## config.mk

```make
export PLATFORM = sky130hd
export DESIGN_NAME = cache_page_sequencer_flat
export DESIGN_NICKNAME = d
export VERILOG_FILES = /design/src/rtl/cache_page_sequencer_if.sv /design/src/rtl/cache_page_sequencer.sv /design/src/flat_wrapper.sv
export SDC_FILE = /design/constraint.sdc
export NUM_CORES = 1
export LEC_CHECK = 0
export CAP_MARGIN = 20
export CORE_MARGIN = 3
export CORE_UTILIZATION = 40
export DETAILED_ROUTE_END_ITERATION = 10
export PLACE_DENSITY = 0.81
export REMOVE_ABC_BUFFERS = 1
export SETUP_SLACK_MARGIN = 0.2
export SYNTH_ARGS = -nofsm -noshare
export SYNTH_HDL_FRONTEND = slang
export SYNTH_SLANG_ARGS = --single-unit
```

## constraint.sdc

```tcl
create_clock -name wb_clk_i -period 12.05 [get_ports wb_clk_i]
set_input_delay 1.205 -clock wb_clk_i [delete_from_list [all_inputs] [get_ports wb_clk_i]]
set_output_delay 1.205 -clock wb_clk_i [all_outputs]
set_load 0.1 [all_outputs]
```

## src/rtl/cache_page_sequencer_if.sv

```systemverilog
// QSPI command/status and SRAM primary-port bundle for the page sequencer.
// master = sequencer side, slave = QSPI device / SRAM side.
interface cache_page_sequencer_if #(
    parameter int ADDRESS_SIZE      = 24,
    parameter int SRAM_ADDRESS_SIZE = 8
);
    logic                         qspi_initialised;
    logic                         qspi_busy;
    logic                         qspi_wordComplete;
    logic [ADDRESS_SIZE-1:0]      qspi_address;
    logic                         qspi_changeAddress;
    logic                         qspi_requestData;
    logic                         qspi_storeData;
    logic                         sram_enable;
    logic                         sram_writeEnable;
    logic [SRAM_ADDRESS_SIZE-1:0] sram_address;
    logic                         sram_busy;

    modport master (
        input  qspi_initialised, qspi_busy, qspi_wordComplete,
        input  sram_busy,
        output qspi_address, qspi_changeAddress,
        output qspi_requestData, qspi_storeData,
        output sram_enable, sram_writeEnable, sram_address
    );

    modport slave (
        output qspi_initialised, qspi_busy, qspi_wordComplete,
        output sram_busy,
        input  qspi_address, qspi_changeAddress,
        input  qspi_requestData, qspi_storeData,
        input  sram_enable, sram_writeEnable, sram_address
    );
endinterface

```

## src/rtl/cache_page_sequencer.sv

```systemverilog
// Moves whole cache pages between QSPI RAM and the cache SRAM, one word
// at a time. Optional CACHE_SEQUENCER_STATS_EN adds load/flush counters.
module cache_page_sequencer #(
    parameter int ADDRESS_SIZE             = 24,
    parameter int PAGE_INDEX_ADDRESS_SIZE  = 3,
    parameter int PAGE_DATA_ADDRESS_SIZE   = 5,
    parameter int PAGE_NUMBER_ADDRESS_SIZE =
        ADDRESS_SIZE - PAGE_DATA_ADDRESS_SIZE - 2,
    localparam int PAGE_COUNT = 1 << PAGE_INDEX_ADDRESS_SIZE
) (
    input  logic wb_clk_i,
    input  logic wb_rst_i,
    input  logic enable,
    input  logic [PAGE_COUNT*PAGE_NUMBER_ADDRESS_SIZE-1:0] pageNumbers,
    input  logic [PAGE_COUNT-1:0]              pageRequestLoad,
    input  logic [PAGE_COUNT-1:0]              pageRequestFlush,
    output logic [PAGE_COUNT-1:0]              pagePending,
    output logic                               busy,
    output logic [PAGE_INDEX_ADDRESS_SIZE-1:0] activePage,
`ifdef CACHE_SEQUENCER_STATS_EN
    output logic [15:0]                        loadCount,
    output logic [15:0]                        flushCount,
`endif
    cache_page_sequencer_if.master             bus
);
    localparam int SA = PAGE_INDEX_ADDRESS_SIZE + PAGE_DATA_ADDRESS_SIZE;

    typedef logic [PAGE_INDEX_ADDRESS_SIZE-1:0] page_t;
    typedef logic [PAGE_DATA_ADDRESS_SIZE-1:0]  word_t;

    typedef enum logic [2:0] {
        IDLE, SETUP, LOAD_REQ, LOAD_WRITE,
        FLUSH_READ, FLUSH_STORE, DONE
    } state_t;

    state_t state_q, state_d;
    logic [PAGE_COUNT-1:0] load_pend_q, load_pend_d;
    logic [PAGE_COUNT-1:0] flush_pend_q, flush_pend_d;
    logic [PAGE_COUNT-1:0] load_clr, flush_clr;
    page_t rr_ptr_q, rr_ptr_d;
    page_t active_q, active_d;
    word_t word_q, word_d;
    logic flush_op_q, flush_op_d;
    logic busy_q, busy_d;
    logic [ADDRESS_SIZE-1:0] addr_q, addr_d;
    logic chg_q, chg_d;
    logic req_q, req_d;
    logic store_q, store_d;
    logic sen_q, sen_d;
    logic swe_q, swe_d;
    logic [SA-1:0] saddr_q, saddr_d;

    logic [PAGE_COUNT-1:0] pending;
    logic run;
    page_t sel_page;
    logic sel_valid;
    word_t word_next;

    assign pending   = load_pend_q | flush_pend_q;
    assign run       = enable && bus.qspi_initialised;
    assign word_next = word_q + 1'b1;

    function automatic logic [ADDRESS_SIZE-1:0] page_base(input page_t p);
        return {pageNumbers[int'(p)*PAGE_NUMBER_ADDRESS_SIZE +:
                            PAGE_NUMBER_ADDRESS_SIZE],
                {PAGE_DATA_ADDRESS_SIZE{1'b0}}, 2'b00};
    endfunction

    // Round-robin pick: first pending page at or after the pointer
    always_comb begin
        sel_page  = rr_ptr_q;
        sel_valid = 1'b0;
        for (int k = 0; k < PAGE_COUNT; k++) begin
            if (!sel_valid && pending[rr_ptr_q + page_t'(k)]) begin
                sel_valid = 1'b1;
                sel_page  = rr_ptr_q + page_t'(k);
            end
        end
    end

    // Transfer FSM next state, registered strobes and pending bookkeeping
    always_comb begin
        state_d   = state_q;
        rr_ptr_d  = rr_ptr_q;
        active_d  = active_q;
        word_d    = word_q;
        flush_op_d = flush_op_q;
        busy_d    = busy_q;
        addr_d    = addr_q;
        chg_d     = 1'b0;
        req_d     = req_q;
        store_d   = store_q;
        sen_d     = sen_q;
        swe_d     = swe_q;
        saddr_d   = saddr_q;
        load_clr  = '0;
        flush_clr = '0;

        unique case (state_q)
            IDLE: begin
                if (run && sel_valid) begin
                    active_d   = sel_page;
                    flush_op_d = flush_pend_q[sel_page];
                    word_d     = '0;
                    busy_d     = 1'b1;
                    addr_d     = page_base(sel_page);
                    state_d    = SETUP;
                end
            end
            SETUP: begin
                addr_d = page_base(active_q);
                if (!bus.qspi_busy) begin
                    chg_d = 1'b1;
                    if (flush_op_q) begin
                        sen_d   = 1'b1;
                        swe_d   = 1'b0;
                        saddr_d = {active_q, word_q};
                        state_d = FLUSH_READ;
                    end else begin
                        state_d = LOAD_REQ;
                    end
                end
            end
            LOAD_REQ: begin
                if (!req_q) begin
                    req_d = 1'b1;
                end else if (bus.qspi_wordComplete) begin
                    req_d   = 1'b0;
                    sen_d   = 1'b1;
                    swe_d   = 1'b1;
                    saddr_d = {active_q, word_q};
                    state_d = LOAD_WRITE;
                end
            end
            LOAD_WRITE: begin
                if (!bus.sram_busy) begin
                    sen_d  = 1'b0;
                    swe_d  = 1'b0;
                    word_d = word_next;
                    if (word_q == '1) begin
                        state_d = DONE;
                    end else begin
                        req_d   = 1'b1;
                        state_d = LOAD_REQ;
                    end
                end
            end
            FLUSH_READ: begin
                if (!bus.sram_busy) begin
                    sen_d   = 1'b0;
                    store_d = 1'b1;
                    state_d = FLUSH_STORE;
                end
            end
            FLUSH_STORE: begin
                if (store_q && bus.qspi_wordComplete) begin
                    store_d = 1'b0;
                    word_d  = word_next;
                    if (word_q == '1) begin
                        state_d = DONE;
                    end else begin
                        sen_d   = 1'b1;
                        swe_d   = 1'b0;
                        saddr_d = {active_q, word_next};
                        state_d = FLUSH_READ;
                    end
                end
            end
            DONE: begin
                busy_d   = 1'b0;
                rr_ptr_d = active_q + 1'b1;
                if (flush_op_q) flush_clr[active_q] = 1'b1;
                else            load_clr[active_q]  = 1'b1;
                state_d  = IDLE;
            end
            default: state_d = IDLE;
        endcase

        // Losing enable or the device drops the page; it stays pending
        if (state_q != IDLE && state_q != DONE && !run) begin
            state_d = IDLE;
            busy_d  = 1'b0;
            word_d  = '0;
            chg_d   = 1'b0;
            req_d   = 1'b0;
            store_d = 1'b0;
            sen_d   = 1'b0;
            swe_d   = 1'b0;
        end

        load_pend_d  = (load_pend_q & ~load_clr) | pageRequestLoad;
        flush_pend_d = (flush_pend_q & ~flush_clr) | pageRequestFlush;
    end

    // State and output registers
    always_ff @(posedge wb_clk_i or posedge wb_rst_i) begin
        if (wb_rst_i) begin
            state_q      <= IDLE;
            load_pend_q  <= '0;
            flush_pend_q <= '0;
            rr_ptr_q     <= '0;
            active_q     <= '0;
            word_q       <= '0;
            flush_op_q   <= 1'b0;
            busy_q       <= 1'b0;
            addr_q       <= '0;
            chg_q        <= 1'b0;
            req_q        <= 1'b0;
            store_q      <= 1'b0;
            sen_q        <= 1'b0;
            swe_q        <= 1'b0;
            saddr_q      <= '0;
        end else begin
            state_q      <= state_d;
            load_pend_q  <= load_pend_d;
            flush_pend_q <= flush_pend_d;
            rr_ptr_q     <= rr_ptr_d;
            active_q     <= active_d;
            word_q       <= word_d;
            flush_op_q   <= flush_op_d;
            busy_q       <= busy_d;
            addr_q       <= addr_d;
            chg_q        <= chg_d;
            req_q        <= req_d;
            store_q      <= store_d;
            sen_q        <= sen_d;
            swe_q        <= swe_d;
            saddr_q      <= saddr_d;
        end
    end

`ifdef CACHE_SEQUENCER_STATS_EN
    logic [15:0] load_cnt_q, load_cnt_d;
    logic [15:0] flush_cnt_q, flush_cnt_d;

    // Count finished page operations, saturating
    always_comb begin
        load_cnt_d  = load_cnt_q;
        flush_cnt_d = flush_cnt_q;
        if (state_q != DONE && state_d == DONE) begin
            if (flush_op_q) begin
                if (flush_cnt_q != 16'hFFFF)
                    flush_cnt_d = flush_cnt_q + 16'd1;
            end else begin
                if (load_cnt_q != 16'hFFFF)
                    load_cnt_d = load_cnt_q + 16'd1;
            end
        end
    end

    // Counter registers
    always_ff @(posedge wb_clk_i or posedge wb_rst_i) begin
        if (wb_rst_i) begin
            load_cnt_q  <= '0;
            flush_cnt_q <= '0;
        end else begin
            load_cnt_q  <= load_cnt_d;
            flush_cnt_q <= flush_cnt_d;
        end
    end

    assign loadCount  = load_cnt_q;
    assign flushCount = flush_cnt_q;
`endif

    assign pagePending            = pending;
    assign busy                   = busy_q;
    assign activePage             = active_q;
    assign bus.qspi_address       = addr_q;
    assign bus.qspi_changeAddress = chg_q;
    assign bus.qspi_requestData   = req_q;
    assign bus.qspi_storeData     = store_q;
    assign bus.sram_enable        = sen_q;
    assign bus.sram_writeEnable   = swe_q;
    assign bus.sram_address       = saddr_q;
endmodule
```

## src/flat_wrapper.sv

```systemverilog
// flat-port wrapper written by rule: the top's interface ports become plain ports
module cache_page_sequencer_flat 
#(
    parameter int ADDRESS_SIZE             = 24,
    parameter int PAGE_INDEX_ADDRESS_SIZE  = 3,
    parameter int PAGE_DATA_ADDRESS_SIZE   = 5,
    parameter int PAGE_NUMBER_ADDRESS_SIZE =
        ADDRESS_SIZE - PAGE_DATA_ADDRESS_SIZE - 2,
    localparam int PAGE_COUNT = 1 << PAGE_INDEX_ADDRESS_SIZE
)
  (wb_clk_i, wb_rst_i, enable, pageNumbers, pageRequestLoad, pageRequestFlush, pagePending, busy, activePage, bus_qspi_initialised, bus_qspi_busy, bus_qspi_wordComplete, bus_sram_busy, bus_qspi_address, bus_qspi_changeAddress, bus_qspi_requestData, bus_qspi_storeData, bus_sram_enable, bus_sram_writeEnable, bus_sram_address);
  cache_page_sequencer_if #(.ADDRESS_SIZE(ADDRESS_SIZE)) bus_i ();
  input  logic wb_clk_i;
  input  logic wb_rst_i;
  input  logic enable;
  input  logic [PAGE_COUNT*PAGE_NUMBER_ADDRESS_SIZE-1:0] pageNumbers;
  input  logic [PAGE_COUNT-1:0] pageRequestLoad;
  input  logic [PAGE_COUNT-1:0] pageRequestFlush;
  output logic [PAGE_COUNT-1:0] pagePending;
  output logic busy;
  output logic [PAGE_INDEX_ADDRESS_SIZE-1:0] activePage;
  input wire logic [$bits(bus_i.qspi_initialised)-1:0] bus_qspi_initialised;
  input wire logic [$bits(bus_i.qspi_busy)-1:0] bus_qspi_busy;
  input wire logic [$bits(bus_i.qspi_wordComplete)-1:0] bus_qspi_wordComplete;
  input wire logic [$bits(bus_i.sram_busy)-1:0] bus_sram_busy;
  output wire logic [$bits(bus_i.qspi_address)-1:0] bus_qspi_address;
  output wire logic [$bits(bus_i.qspi_changeAddress)-1:0] bus_qspi_changeAddress;
  output wire logic [$bits(bus_i.qspi_requestData)-1:0] bus_qspi_requestData;
  output wire logic [$bits(bus_i.qspi_storeData)-1:0] bus_qspi_storeData;
  output wire logic [$bits(bus_i.sram_enable)-1:0] bus_sram_enable;
  output wire logic [$bits(bus_i.sram_writeEnable)-1:0] bus_sram_writeEnable;
  output wire logic [$bits(bus_i.sram_address)-1:0] bus_sram_address;
  assign bus_i.qspi_initialised = bus_qspi_initialised;
  assign bus_i.qspi_busy = bus_qspi_busy;
  assign bus_i.qspi_wordComplete = bus_qspi_wordComplete;
  assign bus_i.sram_busy = bus_sram_busy;
  assign bus_qspi_address = bus_i.qspi_address;
  assign bus_qspi_changeAddress = bus_i.qspi_changeAddress;
  assign bus_qspi_requestData = bus_i.qspi_requestData;
  assign bus_qspi_storeData = bus_i.qspi_storeData;
  assign bus_sram_enable = bus_i.sram_enable;
  assign bus_sram_writeEnable = bus_i.sram_writeEnable;
  assign bus_sram_address = bus_i.sram_address;
  cache_page_sequencer #(.ADDRESS_SIZE(ADDRESS_SIZE), .PAGE_INDEX_ADDRESS_SIZE(PAGE_INDEX_ADDRESS_SIZE), .PAGE_DATA_ADDRESS_SIZE(PAGE_DATA_ADDRESS_SIZE), .PAGE_NUMBER_ADDRESS_SIZE(PAGE_NUMBER_ADDRESS_SIZE)) u_core (.wb_clk_i(wb_clk_i), .wb_rst_i(wb_rst_i), .enable(enable), .pageNumbers(pageNumbers), .pageRequestLoad(pageRequestLoad), .pageRequestFlush(pageRequestFlush), .pagePending(pagePending), .busy(busy), .activePage(activePage), .bus(bus_i));
endmodule
```

==> flow_metrics.py <==
metrics = {
    "status": {
        "status": "finished clean",
    },
    "clock_tree": {
        "cts.sinks": 62,
        "cts-buffers-inserted": 9,
        "clk_path_buf_depth": 2,
        "ctsResizeCount": 0,
        "postCtsSetupRepairBufs": 0,
        "root_buffer": "clkbuf_16",
        "hold_buffers": 0,
        "clkTransAtPathRegs_ns": 0.06,
        "htreeDepth": 3,
        "cts_tree": "yes",
        "clk_latency_ns": 0.32,
    },
    "worst_hold_path": {
        "hold_path.class": "flop to flop",
        "holdCritStartpoint": "u_core.load_pend_q[7]",
        "holdPathEnd": "u_core.load_pend_q[7]",
        "hold_depth": 1,
    },
    "cells_and_area": {
        "layout-drive-gt1-share_pct": 8.31,
        "final_nets": 917,
        "syn_to_final_growth_pct": 45.1,
        "insertedDiodeCount": 0,
    },
    "worst_setup_path": {
        "crit_fanout": 68,
        "crit_top_cell": "mux2i_1",
        "reg2reg_to": "u_core.bus.qspi_address[8]",
        "cp_slowest_cell": "dfrtp_1",
        "start_kind": "flop",
        "reg2regPathDepth": 13,
        "cp_slowest_stage_delay_ns": 0.83,
        "r2r-start": "u_core.rr_ptr_q[0]",
        "crit_path_cell_trace": "inv_6 -> ha_1 -> inv_2 -> mux4_2 -> o21ai_0 -> a21oi_1 -> a311oi_1 -> o31ai_1 -> a21oi_4 -> buf_4 -> mux2i_1 -> mux2i_1 -> a221o_1",
        "critPathRequiredTime_ns": 12.26,
        "end_kind": "flop",
        "r2r_slack_ns": 7.00,
        "setup.worst_path.class": "flop to flop",
        "arrival_ns": 5.25,
    },
    "sta": {
        "setup_tns_ns": 0,
        "rsz0062_at_grt": "false",
        "fmax_mhz": 198,
        "fin_crit_sh_pct": 41.9,
        "maxSlewViolCount": 0,
        "slew_headroom_pct": 24.1,
        "setup_viol": 0,
        "fin_skew_ns": 0.00680,
        "tightestPinTransition_ns": 1.14,
        "whs_ns": 0.480,
        "hold_viol_final": 0,
        "period_needed_ns": 5.05,
    },
    "power_and_ir_drop": {
        "intPower_uw": 575,
        "pwr-share-clk_pct": 35.6,
        "comb_power_share_pct": 37.6,
        "pwr_density_cell_mw_per_mm2": 119,
        "seq_power_share_pct": 26.8,
        "switching_share_pct": 37.0,
        "leakagePower_nw": 2.89,
        "ir_drop_uv": 87.0,
        "netSwitchingPower_uw": 337,
    },
    "synth": {
        "synth_area_leaders": "dfrtp_1, mux2i_1, mux4_2, nand2_1, a221o_1",
        "ys_seq_elements": 62,
        "synthDistinctLibCells": 69,
        "synthFlopType": "dfrtp_1",
        "synthCells": 576,
        "post-synth-top-area-cell": "dfrtp_1",
        "synth_top_area_share_pct": 29.3,
        "ys_warn_count": 0,
        "synth_edf_count": 0,
        "async_flop_share_pct": 100,
        "synthesis.area_sq_mm": 0.00530,
        "syn_avg_cell_area_sq_um": 9.19,
        "ys_seq_area_share_pct": 29.3,
    },
    "global_routing": {
        "grt.overflow.total": 0,
        "grt_start_max_net_pins": 69,
        "track_usage_pct": 23.7,
        "antenna_found_initial": 0,
        "grt_first_pass_wirelength_mm": 27.8,
        "grt_pass1_vias": 5429,
    },
    "routing": {
        "drtPass1Iterations": 5,
        "vias": 5234,
        "wirelength_mm": 17.6,
        "routedWlPerCell_microns": 18.9,
        "drt_iter0_drc": 310,
        "vias_per_cell": 5.63,
        "drc": 0,
        "final_antenna_net_count": 0,
    },
    "floorplan": {
        "initial_utilization_pct": 41.5,
        "die-area_sq_mm": 0.0147,
        "fp.dieH_microns": 121,
        "num_rows": 41,
        "core_area_sq_mm": 0.0128,
        "ios": 208,
        "die_w_microns": 121,
    },
    "placed_design": {
        "place.detailed.hpwl_mm": 13.5,
        "routabilityCongestion": 0.904,
        "io_buffers": 200,
    },
    "job": {
        "drv_cap": 0,
    },
}
[Yosys cell counts, types with 3 or more instances]
cell,number
buf_6,3
mux2i_1,95
mux2_2,11
a21oi_1,26
nor2b_1,7
dfrtp_1,62
buf_2,9
nand2_1,59
inv_1,12
ha_1,5
nand2b_1,17
o21ai_0,36
or3_1,5
o31ai_1,4
mux4_2,10
nor3_1,12
a211oi_1,4
a21o_1,10
and2_1,20
xnor2_1,3
nand4_1,3
a221o_1,18
o22ai_1,3
a21oi_2,3
xor2_1,3
buf_4,16
o211ai_1,5
nor2_1,37
clkbuf_1,16
nand3_1,14
[sequential cells by signal, indices dropped and copies added, names as in the netlist]
signal                         cells
u_core.bus.qspi_address           17
u_core.bus.sram_writeEnable        1
u_core.rr_ptr_q                    3
u_core.busy                        1
u_core.word_q                      5
u_core.flush_pend_q                8
u_core.bus.sram_enable             1
u_core.flush_op_q                  1
u_core.bus.qspi_storeData          1
u_core.bus.qspi_requestData        1
u_core.state_q                     3
u_core.bus.sram_address            8
u_core.load_pend_q                 8
u_core.bus.qspi_changeAddress      1
u_core.activePage                  3
[critical path, delay by kind of cell, from the launching register on]
kind,cells,cell delay (ns)
adders and majority gates,1,0.45
DFF,1,0.83
buffers and inverters,3,1.18
AOI/OAI and AO/OA,6,1.35
muxes,3,1.01
[cell type report]
type / count / area (sq um)
clock buffers: 9 / 225
clock inverters: 7 / 145
fillers: 1101 / 5090
inverters: 15 / 61.3
multi-input cells: 461 / 3450
flip-flops and latches: 62 / 1550
well taps: 172 / 215
repair buffers: 204 / 2030
[worst max-delay path by stage]
stage | from | to | slack [ns] | cells past startpoint
after global routing | u_core.rr_ptr_q[0] | u_core.bus.qspi_address[15] | 6.60 | 13
final | u_core.rr_ptr_q[0] | u_core.bus.qspi_address[8] | 7.00 | 13
after CTS | u_core.rr_ptr_q[0] | u_core.bus.qspi_address[21] | 7.03 | 13
after detailed placement | u_core.rr_ptr_q[0] | u_core.bus.qspi_address[10] | 7.06 | 13
after floorplan | u_core.rr_ptr_q[0] | u_core.bus.qspi_address[10] | 5.82 | 12
after global placement | u_core.rr_ptr_q[0] | u_core.bus.qspi_address[12] | 7.15 | 13
[per-layer routing]
layer	vias to the layer above	routed length (microns)	track usage, %
li1	2455	-	-
met1	2510	7010	28.7
met2	230	8970	41.9
met3	39	1060	4.01
met4	0	558	8.92
met5	-	0	0
[placed cells by master (no fill, tap or decap), types with 3 or more instances in the layout]
master / synthesis / layout
and2_1: 20 / 20
buf_4: 16 / 4
nand2b_1: 17 / 17
dfrtp_1: 62 / 62
nand4_1: 3 / 3
nor3_1: 12 / 12
mux2i_1: 95 / 95
mux2_2: 11 / 11
bufinv_16: 0 / 4
o22ai_1: 3 / 3
ha_1: 5 / 5
inv_1: 12 / 11
nor2_1: 37 / 37
or3_1: 5 / 5
nor2b_1: 7 / 7
o21ai_0: 36 / 36
mux4_2: 10 / 10
a221o_1: 18 / 18
o31ai_1: 4 / 4
nand3_1: 14 / 14
o211ai_1: 5 / 5
clkdlybuf4s50_1: 0 / 200
conb_1: 1 / 7
a211oi_1: 4 / 4
inv_2: 2 / 3
a21o_1: 10 / 10
clkbuf_16: 0 / 9
xor2_1: 3 / 3
a21oi_1: 26 / 26
xnor2_1: 3 / 3
nand2_1: 59 / 59
[power by group through the flow]
| stage | registers (mW) | clock network (mW) | logic [mW] |
|---|---|---|---|
| after global routing | 0.247 | 0.341 | 0.359 |
| after CTS | 0.244 | 0.329 | 0.344 |
| after global placement | 0.248 | 0 | 0.338 |
| after floorplan | 0.366 | 0 | 0.108 |
| after detailed placement | 0.247 | 0 | 0.344 |
| final | 0.244 | 0.325 | 0.343 |
[cell families (layout without fill, tap and decap cells)]
kind of cell / after synthesis / in the layout / synth area share, %
AOI/OAI and AO/OA: 134 / 134 / 17.7
xor gates and xnor gates: 8 / 8 / 1.82
adders and majority gates: 5 / 5 / 1.18
buffers and inverters: 59 / 235 / 6.05
DFF: 62 / 62 / 29.3
muxes: 121 / 121 / 26.2
other: 1 / 7 / 0.0708
and+or+nand+nor: 186 / 186 / 17.7
[stage by stage]
stage          utilization (%)  power [mW]  std cells  setup WS [ns]  area [sq um]
2_1_floorplan                -       0.474        538           5.82          5060
3_3_place_gp              57.3       0.586        914           7.15          7310
4_1_cts                   60.2       0.918        930           7.03          7680
5_1_grt                   60.2       0.946        930           6.60          7680
3_5_place_dp              57.3       0.591        914           7.06          7310
6_report                  60.2       0.913        930           7.00          7680
Note: power is estimated with default switching activity, not from simulation.
